## src/rtl/prio_update_pkg.sv

```systemverilog
// Shared types and defaults for the priority-update responder and its table.
package prio_update_pkg;

  typedef enum logic [1:0] {
    IDLE,
    HOLD,
    COMMIT,
    DRAIN
  } prio_upd_state_e;

  localparam int DEF_NUM_REQ  = 32;
  localparam int DEF_PRIO_W   = 4;
  localparam int DEF_ID_W     = 5;
  localparam int DEF_RST_PRIO = 1;

  // Bit offset of entry idx inside the flat priority vector.
  function automatic int prio_slice(input int idx, input int w = DEF_PRIO_W);
    return idx * w;
  endfunction

endpackage

```

## src/rtl/prio_update_resp_table.sv

```systemverilog
// prio_table_regs: per-requester priority registers with a single write port and a flat output.
module prio_table_regs
  import prio_update_pkg::*;
#(
  parameter int NUM_REQ  = DEF_NUM_REQ,
  parameter int PRIO_W   = DEF_PRIO_W,
  parameter int ID_W     = DEF_ID_W,
  parameter int RST_PRIO = DEF_RST_PRIO
) (
  input  logic                      clk,
  input  logic                      rst,
  input  logic                      we,
  input  logic [ID_W-1:0]           idx,
  input  logic [PRIO_W-1:0]         data,
  output logic [NUM_REQ*PRIO_W-1:0] table_q
);

  logic [PRIO_W-1:0] mem [NUM_REQ];

  // NOTE: the array is reset on purpose; the arbiter reads it directly and must
  // never see undefined weights after reset.
  always_ff @(posedge clk or negedge rst) begin
    if (!rst) begin
      for (int i = 0; i < NUM_REQ; i++) mem[i] <= PRIO_W'(RST_PRIO);
    end else if (we) begin
      for (int i = 0; i < NUM_REQ; i++) begin
        if (idx == ID_W'(i)) mem[i] <= data;
      end
    end
  end

  for (genvar i = 0; i < NUM_REQ; i++) begin : g_out
    assign table_q[prio_slice(i, PRIO_W) +: PRIO_W] = mem[i];
  end

endmodule

```

## src/rtl/prio_update_resp.sv

```systemverilog
// Responder side of the priority-update handshake; commits are deferred while arb_lock is high.
// Optional error reporting (upt_err, err_cnt) is enabled by PRIO_UPDATE_RESP_ERR_EN.
module prio_update_resp
  import prio_update_pkg::*;
#(
  parameter int NUM_REQ  = DEF_NUM_REQ,
  parameter int PRIO_W   = DEF_PRIO_W,
  parameter int ID_W     = DEF_ID_W,
  parameter int RST_PRIO = DEF_RST_PRIO
) (
  input  logic                      clk,
  input  logic                      rst,
  input  logic                      prio_upt,
  input  logic [ID_W-1:0]           prio_id,
  input  logic [PRIO_W-1:0]         prio,
  input  logic                      arb_lock,
  output logic                      ack,
  output logic [NUM_REQ*PRIO_W-1:0] prio_table,
  output logic                      upt_pulse,
  output logic                      busy
`ifdef PRIO_UPDATE_RESP_ERR_EN
  ,
  output logic                      upt_err,
  output logic [7:0]                err_cnt
`endif
);

  localparam logic [ID_W:0] NUM_REQ_L = (ID_W+1)'(NUM_REQ);

  prio_upd_state_e state_q, state_d;
  logic            commit_go;
  logic            in_range;

  assign in_range = {1'b0, prio_id} < NUM_REQ_L;

  // The table is written on the edge that enters COMMIT, so the new value and
  // ack appear together one cycle after the request is sampled.
  // NOTE: defaults first so no path through the case leaves a variable unassigned.
  always_comb begin
    state_d   = state_q;
    commit_go = 1'b0;
    case (state_q)
      IDLE: begin
        if (prio_upt) begin
          if (!arb_lock) begin
            commit_go = 1'b1;
            state_d   = COMMIT;
          end else begin
            state_d = HOLD;
          end
        end
      end
      HOLD: begin
        if (!prio_upt) begin
          state_d = IDLE;
        end else if (!arb_lock) begin
          commit_go = 1'b1;
          state_d   = COMMIT;
        end
      end
      COMMIT: state_d = DRAIN;
      DRAIN:  if (!prio_upt) state_d = IDLE;
      default: state_d = IDLE;
    endcase
  end

  // NOTE: all registered state uses non-blocking assignment so every flop sees
  // the pre-edge values of its peers.
  always_ff @(posedge clk or negedge rst) begin
    if (!rst) begin
      state_q   <= IDLE;
      ack       <= 1'b0;
      upt_pulse <= 1'b0;
    end else begin
      state_q   <= state_d;
      ack       <= commit_go;
      upt_pulse <= commit_go && in_range;
    end
  end

  assign busy = (state_q != IDLE);

  prio_table_regs #(
    .NUM_REQ  (NUM_REQ),
    .PRIO_W   (PRIO_W),
    .ID_W     (ID_W),
    .RST_PRIO (RST_PRIO)
  ) u_table (
    .clk     (clk),
    .rst     (rst),
    .we      (commit_go && in_range),
    .idx     (prio_id),
    .data    (prio),
    .table_q (prio_table)
  );

`ifdef PRIO_UPDATE_RESP_ERR_EN
  always_ff @(posedge clk or negedge rst) begin
    if (!rst) begin
      upt_err <= 1'b0;
      err_cnt <= 8'd0;
    end else begin
      upt_err <= commit_go && !in_range;
      if (commit_go && !in_range && err_cnt != 8'hFF) err_cnt <= err_cnt + 8'd1;
    end
  end
`endif

endmodule

```

## config.mk

```make
export PLATFORM = sky130hd
export DESIGN_NAME = prio_update_resp
export DESIGN_NICKNAME = d
export VERILOG_FILES = /design/src/rtl/prio_update_pkg.sv /design/src/rtl/prio_update_resp_table.sv /design/src/rtl/prio_update_resp.sv
export SDC_FILE = /design/constraint.sdc
export NUM_CORES = 1
export LEC_CHECK = 0
export BUFFER_PORTS_ARGS = -buffer_cell sky130_fd_sc_hd__buf_2
export CELL_PAD_IN_SITES_DETAIL_PLACEMENT = 1
export CELL_PAD_IN_SITES_GLOBAL_PLACEMENT = 2
export CORE_UTILIZATION = 30
export DETAILED_ROUTE_END_ITERATION = 7
export GPL_ROUTABILITY_DRIVEN = 0
export PLACE_DENSITY_LB_ADDON = 0.1
export SLEW_MARGIN = 20
export SYNTH_ARGS = -nofsm -noshare
export SYNTH_HDL_FRONTEND = slang
export SYNTH_SLANG_ARGS = --single-unit
```

## constraint.sdc

```tcl
create_clock -name clk -period 4.1 [get_ports clk]
set_input_delay 0.41 -clock clk [delete_from_list [all_inputs] [get_ports clk]]
set_output_delay 0.41 -clock clk [all_outputs]
set_load 0.02 [all_outputs]
```

==> qor_table.md, run 1 <==
| Result | Value |
| --- | --- |
| Outcome | finished, final reports clean |
| Critical Path Slowest Stage Cell | sky130_fd_sc_hd__nor4_1 |
| Vias in the first global route | 3,531 |
| CTS clock-pin slew for the worst setup and hold paths | 0.05 ns |
| Maximum fanout along the worst path | 11 |
| First-pass GRT wire length | 21,500 um |
| Slew HR | 0.352 |
| Overall die height | 134 um |
| Number of buffers created by CTS | 17 |
| Total of flip-flops plus latches after synthesis | 131 |
| CTS max path bufs | 2 |
| Min Hold Slack | 0.124 ns |
| Synth Warn # | 0 |
| Post-CTS Repair Setup Buffers | 0 |
| Net count after synthesis | 344 |
| Standard cell core area | 0.0168 mm^2 |
| Detailed-route via count | 3,292 |
| Required time of the worst setup path | 4.39 ns |
| Number of buffers and inverters on the critical path | 0 |
| Clock sink count | 131 |
| Net count reported at finish | 491 |
| Area Overhead vs Synth | 29.1% |
| Largest voltage drop on the vdd net | 0.274 mV |
| Endpoint class of the critical path | flop |
| Minimum period implied by the final worst setup slack | 1.96 ns |
| Routed via count divided by cell count | 4.63 |
| Die area | 0.0178 mm^2 |
| Pwr/cell area | 515 mW/mm^2 |
| Chip Width | 134 um |
| Clock root buffer | sky130_fd_sc_hd__clkbuf_16 |
| Deepest level of the CTS H-tree | 4 |
| Largest net degree at the start of global routing | 106 |
| Number of standard cells after synthesis | 331 |
| Number of inserted diodes | 0 |
| Critical path class | reg -> reg |
| Final cell count without fillers | 711 |
| Kind of cell adding the most delay to the critical path | simple AND/OR/NAND/NOR gates |
| Port Buffer Count | 143 |
| Final setup violating endpoints | 0 |
| Overflow left after global routing | 0 |
| Number of remaining DRC errors | 0 |
| Antenna-violating nets left | 0 |
| Half-perimeter wire length after placement | 9070 um |
| Clock tree from TritonCTS | yes |
| Skew final | 0.00699 ns |
| Worst min path class | in -> async |
| Number of iterations in the first detailed-routing pass | 4 |
| Hold Fails Final Rpt | 0 |
| Maximum Capacitance Violations | 0 |
| Final-report max-slew violation count | 0 |
| Number of library cell types mapped by synthesis | 23 |
| Iter 0 DRT Violations | 68 |
| Share of post-route cells with drive strength above 1 | 0.703 |
| Total length of routed wires | 13,600 um |
| Setup tns final | 0 ns |
| Worst path arrival time | 2.26 ns |
| Unrepaired setup endpoints after global routing | no |
| Number of I/O pins | 144 |
| Post-synth design cell area | 0.00519 mm^2 |
| Maximum operating frequency | 509 MHz |
| Sequential cell area fraction in the yosys report | 0.639 |
| Antenna violations before repair | 0 |
| Final period utilization | 0.479 |
| Number of placed instances, taps included | 679 |
| CP startpoint kind | flop |
| Initial cell density of the core | 0.310 |
| GRT Util Overall | 0.163 |
| Routed wirelength normalized by instance count | 19.1 um |
| Largest stage delay on the critical path | 0.71 ns |
| Number of buffers added to fix hold violations after cts | 0 |
| Number of resized instances in the post-cts repair step | 0 |
| Skew-Pair Late Insertion Delay | 0.41 ns |
| Slew at the pin with the worst max-slew slack | 0.973 ns |
| Pleak | 3.48 nW |
| Average cell area after synthesis | 15.7 um^2 |
| Ordered list of cells on the worst path | nor4_1 > nand2_1 > mux2_2 |
| FP Rows | 47 |
cell families (layout without fill, tap and decap cells):
group	count (synthesis)	after routing	share of synthesized area
mux	128	128	0.278
simple gates	52	52	0.0668
compound gates	2	2	0.00193
flops	131	131	0.639
buf+inv	18	178	0.0142
worst register-to-register path, stage by stage, from the launching register on:
cell and delay (ns):
sky130_fd_sc_hd__dfrtp_1 0.50, sky130_fd_sc_hd__nor4_1 0.71, sky130_fd_sc_hd__nand2_1 0.28, sky130_fd_sc_hd__mux2_2 0.35
per-stage QoR:
step	setup slack (ns)	utilization	instance area (um^2)	power, mW
after global placement	1.97	0.366	6130	2.02
after CTS	2.02	0.400	6700	3.51
after detailed placement	1.93	0.366	6130	2.03
after floorplan	2.32	-	5190	1.82
after global routing	1.88	0.400	6700	3.61
final	2.14	0.400	6700	3.45
per-layer routing:
metal / part of all wire / track usage
met1: 0.44 / 0.211
met5: 0 / 0
met2: 0.49 / 0.257
met4: 0.018 / 0.0657
met3: 0.047 / 0.0453
sequential cells by signal, summed over array words and instances (netlist names):
signal           count
state_q              2
u_table.table_q    128
upt_pulse            1
layout make-up:
type,instances,area (um^2)
fill,1780,10100
sequential,131,3320
multi-input combinational,182,1800
timing repair buffer,144,729
clock buffer,28,527
tap,220,275
clock inverter,4,45.0
inverter,2,7.51
cells in the final DEF, fill, tap and decap left out:
master                      instances
sky130_fd_sc_hd__nor4b_2            2
sky130_fd_sc_hd__clkinv_2           3
sky130_fd_sc_hd__inv_1              2
sky130_fd_sc_hd__bufinv_16          1
sky130_fd_sc_hd__nor2_1             4
sky130_fd_sc_hd__or4_4              1
sky130_fd_sc_hd__or2_2              1
sky130_fd_sc_hd__clkbuf_16         17
sky130_fd_sc_hd__nand4b_1           3
sky130_fd_sc_hd__nand2_1           18
sky130_fd_sc_hd__nand4bb_1          1
sky130_fd_sc_hd__nor3_1             1
sky130_fd_sc_hd__dfrtp_1           99
sky130_fd_sc_hd__nor4_1             1
sky130_fd_sc_hd__mux2_1             8
sky130_fd_sc_hd__nor4b_1            1
sky130_fd_sc_hd__clkbuf_1           5
sky130_fd_sc_hd__clkbuf_8           6
sky130_fd_sc_hd__and4bb_2           4
sky130_fd_sc_hd__nor2_2            12
sky130_fd_sc_hd__dfstp_2           32
sky130_fd_sc_hd__buf_6              1
sky130_fd_sc_hd__buf_2            142
sky130_fd_sc_hd__buf_4              1
sky130_fd_sc_hd__nand4_1            1
sky130_fd_sc_hd__o21ai_0            2
sky130_fd_sc_hd__or4b_4             2
sky130_fd_sc_hd__mux2_2           120
power breakdown:
| group | total, mW | internal [mW] | switching [mW] | leakage (nW) |
|---|---|---|---|---|
| registers | 1.51 | 1.44 | 0.0670 | 1.68 |
| clock network | 1.45 | 0.928 | 0.522 | 0.284 |
| logic | 0.495 | 0.184 | 0.311 | 1.52 |
| total | 3.45 | 2.55 | 0.900 | 3.48 |
final timing paths:
check                                                      from                          endpoint  slack [ns]  depth (start not counted)
min in group clk                                       prio_upt               upt_pulse$_DFF_PN0_        0.31                          3
worst max-delay path                     state_q[1]$_DFFE_PN0P_    u_table.table_q[5]$_DFFE_PN0P_        2.14                          3
max in group asynchronous                                   rst  u_table.table_q[124]$_DFFE_PN1P_        2.98                          2
worst min register to register  u_table.table_q[46]$_DFFE_PN0P_   u_table.table_q[46]$_DFFE_PN0P_        0.49                          1
worst max register to register           state_q[1]$_DFFE_PN0P_    u_table.table_q[5]$_DFFE_PN0P_        2.14                          3
worst min-delay path                                        rst   u_table.table_q[77]$_DFFE_PN0P_        0.12                          1
synth_stat cells:
master,count,area share
sky130_fd_sc_hd__buf_4,1,0.0014
sky130_fd_sc_hd__o21ai_0,2,0.0019
sky130_fd_sc_hd__nand2_1,18,0.013
sky130_fd_sc_hd__dfstp_2,32,0.16
sky130_fd_sc_hd__inv_1,2,0.0014
sky130_fd_sc_hd__buf_2,2,0.0019
sky130_fd_sc_hd__nor2_2,12,0.014
sky130_fd_sc_hd__mux2_2,120,0.26
sky130_fd_sc_hd__nand4_1,1,0.0012
sky130_fd_sc_hd__nor3_1,1,0.00096
sky130_fd_sc_hd__and4bb_2,4,0.0096
sky130_fd_sc_hd__nor4_1,1,0.0012
sky130_fd_sc_hd__nand4bb_1,1,0.0022
sky130_fd_sc_hd__nor4b_1,1,0.0017
sky130_fd_sc_hd__clkbuf_1,13,0.0094
sky130_fd_sc_hd__or2_2,1,0.0012
sky130_fd_sc_hd__nor2_1,4,0.0029
sky130_fd_sc_hd__or4_4,1,0.0022
sky130_fd_sc_hd__nor4b_2,2,0.0058
sky130_fd_sc_hd__mux2_1,8,0.017
sky130_fd_sc_hd__nand4b_1,3,0.0051
sky130_fd_sc_hd__dfrtp_1,99,0.48
sky130_fd_sc_hd__or4b_4,2,0.0053
Power figures use the tool's default switching activity.
==> inputs of run 2 (changes only) <==
==> constraint.sdc (replaced) <==
create_clock -name clk -period 1.6 [get_ports clk]
set_input_delay 0.16 -clock clk [delete_from_list [all_inputs] [get_ports clk]]
set_output_delay 0.16 -clock clk [all_outputs]
set_load 0.02 [all_outputs]
==> run 2 against run 1 <==
The run now ends with negative setup slack left. Sequential share of layout area shrank 2.8 points. Fmax up 18%. Critical path depth unchanged. Flip-flop and latch count unchanged. Combinational power rose to 2.8 times the previous value. Highest routed layer unchanged. Utilization increased by 2.4 points. Worst hold slack got worse by 0.041 ns. Clock power increased by 150%. First-iteration DRC count decreased by 28%.
==> qor_table.md, run 2 (same netlist as run 1, synthesis figures left out) <==
| Result | Value | Delta |
| --- | --- | --- |
| Pleak | 3.63 nW | +4.3% |
| Vias in the first global route | 3,831 | +8.5% |
| Largest net degree at the start of global routing | 50 | -53% |
| Violated checks | negative setup slack |  |
| FP Rows | 47 | unchanged |
| Clock root buffer | sky130_fd_sc_hd__clkbuf_16 |  |
| Clock sink count | 131 | unchanged |
| Die area | 0.0178 mm^2 | unchanged |
| Detailed-route via count | 3,383 | +2.8% |
| Post-CTS Repair Setup Buffers | 0 | unchanged |
| Endpoint class of the critical path | flop |  |
| Maximum Capacitance Violations | 0 | unchanged |
| Routed via count divided by cell count | 4.63 | about the same |
| Final setup violating endpoints | 32 | +32 |
| Minimum period implied by the final worst setup slack | 1.66 ns | -0.305 ns |
| Outcome | finished with violations |  |
| Maximum operating frequency | 603 MHz | +18% |
| Maximum fanout along the worst path | 5 | -6 |
| Number of placed instances, taps included | 698 | +2.8% |
| Setup tns final | -1.13 ns | -1.13 ns |
| CP startpoint kind | flop |  |
| Half-perimeter wire length after placement | 9430 um | +4.0% |
| Final cell count without fillers | 731 | +2.8% |
| Routed wirelength normalized by instance count | 19.2 um | +0.43% |
| Worst min path class | in -> reg |  |
| Most frequent cells in the layout | 141 x sky130_fd_sc_hd__buf_2, 100 x sky130_fd_sc_hd__mux2_2, 99 x sky130_fd_sc_hd__dfrtp_1, 32 x sky130_fd_sc_hd__dfstp_2, 25 x sky130_fd_sc_hd__mux2_4 |  |
| Chip Width | 134 um | unchanged |
| Unrepaired setup endpoints after global routing | yes |  |
| Total length of routed wires | 14,000 um | +3.3% |
| Share of post-route cells with drive strength above 1 | 0.759 | +0.0566 |
| Number of buffers created by CTS | 17 | unchanged |
| Critical path class | reg -> reg |  |
| Antenna-violating nets left | 0 | unchanged |
| Pwr/cell area | 1240 mW/mm^2 | +140% |
| Min Hold Slack | 0.0829 ns | -0.0413 ns |
| Cell area after placement | 0.00638 mm^2 | +4.1% |
| Area Overhead vs Synth | 36.7% |  |
| GRT Util Overall | 0.168 | +0.00513 |
| Number of iterations in the first detailed-routing pass | 4 | unchanged |
| CTS clock-pin slew for the worst setup and hold paths | 0.05 ns | about the same |
| Net count reported at finish | 511 | +4.1% |
| Antenna violations before repair | 0 | unchanged |
| Slew at the pin with the worst max-slew slack | 0.786 ns | -0.187 ns |
| Final-report max-slew violation count | 0 | unchanged |
| First-pass GRT wire length | 22,500 um | +4.8% |
| Port Buffer Count | 143 | unchanged |
| Clock tree from TritonCTS | yes |  |
| Overflow left after global routing | 0 | unchanged |
| Final period utilization | 1.04 | +0.558 |
| Skew-Pair Late Insertion Delay | 0.41 ns | about the same |
| Number of I/O pins | 144 | unchanged |
| Skew final | 0.00583 ns | -0.00116 ns |
| Iter 0 DRT Violations | 49 | -28% |
| Flip-flop count of the largest register, all copies and words added | 128 | unchanged |
| Most common cell after layout, fill and taps aside | sky130_fd_sc_hd__buf_2 |  |
| Hold Fails Final Rpt | 0 | unchanged |
| Post-layout instance area | 0.00710 mm^2 | +5.9% |
| Worst path arrival time | 1.95 ns | -0.31 ns |
| Total Power | 8.81 mW | +160% |
| Number of remaining DRC errors | 0 | unchanged |
| Number of inserted diodes | 0 | unchanged |
| Standard cell core area | 0.0168 mm^2 | unchanged |
| Largest voltage drop on the vdd net | 0.736 mV | +170% |
| Deepest level of the CTS H-tree | 4 | unchanged |
| Setup slack of the critical path after layout | -0.0583 ns | -2.19 ns |
| Initial cell density of the core | 0.310 | unchanged |
| Slew HR | 0.476 | +0.124 |
| CTS max path bufs | 2 | unchanged |
| Required time of the worst setup path | 1.89 ns | -2.50 ns |
| Overall die height | 134 um | unchanged |
run 2: changes by cell type in the layout (fill, tap and decap cells not counted), moves of 5 or more:
| cell | previous run | this run |
|---|---|---|
| sky130_fd_sc_hd__buf_4 | 1 | 18 |
| sky130_fd_sc_hd__mux2_1 | 8 | 3 |
| sky130_fd_sc_hd__mux2_2 | 120 | 100 |
| sky130_fd_sc_hd__mux2_4 | 0 | 25 |
| sky130_fd_sc_hd__nand2_1 | 18 | 4 |
| sky130_fd_sc_hd__nand2_2 | 0 | 14 |
| sky130_fd_sc_hd__nor2_2 | 12 | 0 |
| sky130_fd_sc_hd__nor2_4 | 0 | 12 |
run 2: power breakdown:
group | internal (mW) | total (mW) | switching (mW)
sequential | 3.69 | 3.86 | 0.168
combinational | 0.550 | 1.38 | 0.835
clock | 2.18 | 3.57 | 1.39
total | 6.42 | 8.81 | 2.40
run 2: area by class of cell:
cell class	count	area, um^2
Inverter	2	7.51
Timing Repair Buffer	164	922
Clock inverter	8	51.3
Sequential cell	131	3320
Fill cell	1789	9660
Clock buffer	24	502
Tap cell	220	275
Multi-Input combinational cell	182	2020
run 2: worst paths after layout:
path / depth (start not counted) / slack [ns] / start / endpoint
setup / recovery: 3 / -0.06 / state_q[1]$_DFFE_PN0P_ / u_table.table_q[95]$_DFFE_PN0P_
max in group asynchronous: 3 / 0.81 / rst / u_table.table_q[28]$_DFFE_PN1P_
setup reg to reg: 3 / -0.06 / state_q[1]$_DFFE_PN0P_ / u_table.table_q[95]$_DFFE_PN0P_
hold / removal: 3 / 0.08 / prio_upt / state_q[0]$_DFFE_PN0P_
min in group asynchronous: 2 / 0.18 / rst / u_table.table_q[69]$_DFFE_PN0P_
hold reg to reg: 1 / 0.50 / u_table.table_q[62]$_DFFE_PN0P_ / u_table.table_q[62]$_DFFE_PN0P_
run 2: per-stage QoR:
step / setup slack [ns] / utilization
after CTS: -0.0620 / 0.419
after floorplan: -0.0725 / -
after detailed placement: -0.126 / 0.381
after global routing: -0.112 / 0.423
final: -0.0583 / 0.423
after global placement: -0.0837 / 0.381
run 2: critical path, cell delays in order, from the launching register on:
cell                      delay [ns]
sky130_fd_sc_hd__dfrtp_1        0.41
sky130_fd_sc_hd__or4b_4         0.61
sky130_fd_sc_hd__nor2_4         0.17
sky130_fd_sc_hd__mux2_2         0.35
run 2: per-layer routing:
| layer | up-vias | GRT usage | part of all wire |
|---|---|---|---|
| met5 | - | 0 | 0 |
| met4 | 0 | 0.0606 | 0.015 |
| met2 | 92 | 0.276 | 0.50 |
| li1 | 1505 | - | - |
| met1 | 1771 | 0.210 | 0.43 |
| met3 | 15 | 0.0468 | 0.053 |
run 2: timing repair:
item | CTS | global route
pin swaps | 3 | 1
hold buffers | 1 | 0
endpoints found under the hold margin | 105 | 0
gates resized for setup | 19 | 21
endpoints found under the setup margin | 68 | 98
==> inputs of run 3 (changes only) <==
--- a/config.mk
+++ b/config.mk
@@ -5,7 +5,7 @@
 export SDC_FILE = /design/constraint.sdc
 export NUM_CORES = 1
 export LEC_CHECK = 0
-export BUFFER_PORTS_ARGS = -buffer_cell sky130_fd_sc_hd__buf_2
+export BUFFER_PORTS_ARGS = -buffer_cell sky130_fd_sc_hd__clkbuf_2
 export CELL_PAD_IN_SITES_DETAIL_PLACEMENT = 1
 export CELL_PAD_IN_SITES_GLOBAL_PLACEMENT = 2
 export CORE_UTILIZATION = 30
@@ -15,4 +15,5 @@
 export SLEW_MARGIN = 20
 export SYNTH_ARGS = -nofsm -noshare
 export SYNTH_HDL_FRONTEND = slang
+export SYNTH_HIERARCHICAL = 1
 export SYNTH_SLANG_ARGS = --single-unit
==> run 3 against run 2 <==
The flow still finishes with violations (negative setup slack). Sequential power barely moved. Critical path depth grew 2. Global-route usage is essentially flat. Cell area up 2.0%. Largest cell class unchanged. Highest routed layer unchanged.
==> qor_table.md, run 3 <==
| Result | Value | Delta |
| --- | --- | --- |
| Outcome | finished with violations |  |
| Violated checks | negative setup slack |  |
| Sequential cell area fraction in the yosys report | 0.646 | +0.00670 |
| CP startpoint kind | flop |  |
| Number of library cell types mapped by synthesis | 24 | +4.3% |
| CTS clock-pin slew for the worst setup and hold paths | 0.05 ns | about the same |
| Detailed-route via count | 3,377 | -0.18% |
| Standard cell core area | 0.0166 mm^2 | -0.70% |
| Overall die height | 133 um | -0.51% |
| Share of post-route cells with drive strength above 1 | 0.753 | -0.00595 |
| Number of buffers created by CTS | 17 | unchanged |
| Largest voltage drop on the vdd net | 0.708 mV | -3.8% |
| Total length of routed wires | 13,900 um | -0.55% |
| Synth Warn # | 6 | +6 |
| Number of standard cells after synthesis | 328 | -0.91% |
| Most frequent cells in the layout | 141 x sky130_fd_sc_hd__clkbuf_2, 99 x sky130_fd_sc_hd__dfrtp_1, 96 x sky130_fd_sc_hd__mux2_2, 32 x sky130_fd_sc_hd__mux2_4, 32 x sky130_fd_sc_hd__dfstp_2 |  |
| Setup slack on the worst flop-to-flop path | -0.04 ns | about the same |
| Post-synth top cells | 124 x sky130_fd_sc_hd__mux2_2, 99 x sky130_fd_sc_hd__dfrtp_1, 32 x sky130_fd_sc_hd__dfstp_2, 15 x sky130_fd_sc_hd__nor2_1, 13 x sky130_fd_sc_hd__nand2_1 |  |
| Slew HR | 0.443 | -0.0331 |
| Clock sink count | 131 | unchanged |
| Worst slack after detailed placement | -0.171 ns | -0.0450 ns |
| Worst min path class | in -> reg |  |
| Most common flop cell mapped by yosys | sky130_fd_sc_hd__dfrtp_1 |  |
| Post-synth design cell area | 0.00514 mm^2 | -1.0% |
| Largest stage delay on the critical path | 0.43 ns | -0.18 ns |
| Antenna-violating nets left | 0 | unchanged |
| Pleak | 3.71 nW | +2.2% |
| Total of flip-flops plus latches after synthesis | 131 | unchanged |
| Net count reported at finish | 523 | +2.3% |
| Largest net degree at the start of global routing | 55 | +10% |
| Cells on worst reg2reg path | 5 | +2 |
| Final-report max-slew violation count | 0 | unchanged |
| Critical Path Slowest Stage Cell | sky130_fd_sc_hd__or3_4 |  |
| FP Rows | 47 | unchanged |
| Setup slack of the critical path after layout | -0.0445 ns | +0.0138 ns |
| Chip Width | 133 um | -0.51% |
| Overflow left after global routing | 0 | unchanged |
| Share of the synthesized area in the top cell type | 0.482 | +0.00500 |
| GRT Util Overall | 0.167 | -0.000393 |
| Worst path arrival time | 1.93 ns | -0.02 ns |
| Endpoint class of the critical path | flop |  |
| Vias in the first global route | 3,713 | -3.1% |
| Hold path startpoint | prio_upt |  |
| Number of filler instances in the final layout | 1,772 | -0.95% |
| End-of-flow core utilization | 0.435 | +0.0116 |
| Maximum Capacitance Violations | 0 | unchanged |
| Unrepaired setup endpoints after global routing | yes |  |
| Required time of the worst setup path | 1.89 ns | about the same |
| Maximum fanout along the worst path | 8 | +3 |
| Half-perimeter wire length after placement | 9430 um | about the same |
| Flip-flop count of the largest register, all copies and words added | 128 | unchanged |
| Area Overhead vs Synth | 40.9% |  |
| End of the worst register-to-register path | u_table/table_q[98]$_DFFE_PN0P_ |  |
| Skew-Pair Late Insertion Delay | 0.41 ns | about the same |
| Most common cell after layout, fill and taps aside | sky130_fd_sc_hd__clkbuf_2 |  |
| Cell taking the most area after synthesis | sky130_fd_sc_hd__dfrtp_1 |  |
| Ordered list of cells on the worst path | nor2_2 > buf_6 > nand4b_1 > or3_4 > mux2_4 |  |
| Number of flops mapped to enable cells by yosys | 0 | unchanged |
| Multi-input gate area | 0.00201 mm^2 | -0.25% |
| Final period utilization | 1.03 | -0.00865 |
| First-pass GRT wire length | 22,000 um | -2.0% |
| Share of synthesized registers carrying an async set or reset | 1.00 | unchanged |
| Number of iterations in the first detailed-routing pass | 4 | unchanged |
| Clock root buffer | sky130_fd_sc_hd__clkbuf_16 |  |
| RR Startpoint | state_q[1]$_DFFE_PN0P_ |  |
| Slew at the pin with the worst max-slew slack | 0.833 ns | +0.0466 ns |
| Skew final | 0.00726 ns | +0.00143 ns |
| Net count after synthesis | 341 | -0.87% |
| Critical path class | reg -> reg |  |
| Cell with the most instances after synthesis | sky130_fd_sc_hd__mux2_2 |  |
| Initial cell density of the core | 0.309 | -0.00104 |
| Routed via count divided by cell count | 4.55 | -1.8% |
| Number of remaining DRC errors | 0 | unchanged |
| Average cell area after synthesis | 15.7 um^2 | -0.13% |
| Instance count along the most critical hold path | 3 | unchanged |
| Final setup violating endpoints | 20 | -38% |
| Minimum period implied by the final worst setup slack | 1.64 ns | -0.0138 ns |
| Clock tree from TritonCTS | yes |  |
| Maximum operating frequency | 608 MHz | +0.84% |
| Routed wirelength normalized by instance count | 18.7 um | -2.2% |
| Port Buffer Count | 143 | unchanged |
| Largest cells by area after synthesis | sky130_fd_sc_hd__dfrtp_1 48%, sky130_fd_sc_hd__mux2_2 27%, sky130_fd_sc_hd__dfstp_2 16% |  |
| CTS max path bufs | 2 | unchanged |
| Pwr/cell area | 1230 mW/mm^2 | -0.78% |
| Number of I/O pins | 144 | unchanged |
| Number of inserted diodes | 0 | unchanged |
| Sequential cell area | 0.00332 mm^2 | unchanged |
| Hold Fails Final Rpt | 0 | unchanged |
| Hold endpoint | state_q[1]$_DFFE_PN0P_ |  |
| Deepest level of the CTS H-tree | 4 | unchanged |
| Number of stages on the worst setup path | 5 | +2 |
| Antenna violations before repair | 0 | unchanged |
| Iter 0 DRT Violations | 84 | +71% |
| Die area | 0.0176 mm^2 | -1.0% |
| Kind of cell adding the most delay to the critical path | simple AND/OR/NAND/NOR gates |  |
| Number of buffers and inverters on the critical path | 1 | +1 |
==> run 3: cells by family (layout without fill, tap and decap cells) <==
group	count (synthesis)	after routing	share of synthesized area
compound gates	2	2	0.00268
buf+inv	16	211	0.0129
flops	131	131	0.646
mux	128	128	0.281
simple gates	51	51	0.0577
==> run 3: worst max-delay path by stage <==
stage | from | end
floorplan | state_q[1]$_DFFE_PN0P_ | u_table/table_q[97]$_DFFE_PN0P_
global placement | arb_lock | u_table/table_q[15]$_DFFE_PN0P_
detailed placement | arb_lock | u_table/table_q[31]$_DFFE_PN0P_
CTS | state_q[1]$_DFFE_PN0P_ | u_table/table_q[23]$_DFFE_PN0P_
global route | state_q[1]$_DFFE_PN0P_ | u_table/table_q[111]$_DFFE_PN0P_
finish | state_q[1]$_DFFE_PN0P_ | u_table/table_q[98]$_DFFE_PN0P_
==> run 3: layout make-up <==
class,instances,share of cell area
clock buffer,22,0.0627
clock inverter,10,0.0152
inverter,1,0.000519
multi-input combinational,181,0.278
sequential,131,0.458
tap,220,0.0380
timing repair buffer,178,0.147
==> run 3: through the flow <==
stage,total power [mW],setup TNS (ns),hold slack (ns),cell area (um^2),cells
after detailed placement,5.21,-7.09,0.157,6340,708
after CTS,9.03,-0.698,0.0380,7070,744
after floorplan,4.61,0,-0.136,5140,328
after global placement,5.18,-6.60,0.158,6340,708
final,8.92,-0.416,0.0603,7240,743
after global routing,9.32,-4.78,0.0712,7240,743
==> run 3: where the power goes <==
part           internal [mW]  switching [mW]
combinational          0.544           0.812
sequential              3.68           0.171
clock                   2.32            1.39
total                   6.55            2.37
==> run 3: worst reg2reg max path, cell delays in order, from the launching register on <==
cell                       delay [ns]
sky130_fd_sc_hd__dfrtp_1         0.38
sky130_fd_sc_hd__nor2_2          0.10
sky130_fd_sc_hd__buf_6           0.13
sky130_fd_sc_hd__nand4b_1        0.17
sky130_fd_sc_hd__or3_4           0.43
sky130_fd_sc_hd__mux2_4          0.31
==> run 3: repair_timing <==
| action | 4_1_cts | 5_1_grt |
|---|---|---|
| setup endpoints to repair | 92 | 110 |
| hold buffers | 2 | 0 |
| endpoints found under the hold margin | 39 | 0 |
| setup buffers | 2 | 0 |
| resized for setup | 36 | 45 |
| pin swaps | 5 | 4 |
==> run 3: layer usage <==
layer  up-vias  wire, um  track usage
met5         -         0            0
met3        12       633       0.0429
li1       1525         -            -
met2        82      6850        0.265
met1      1758      6280        0.222
met4         0       157       0.0594
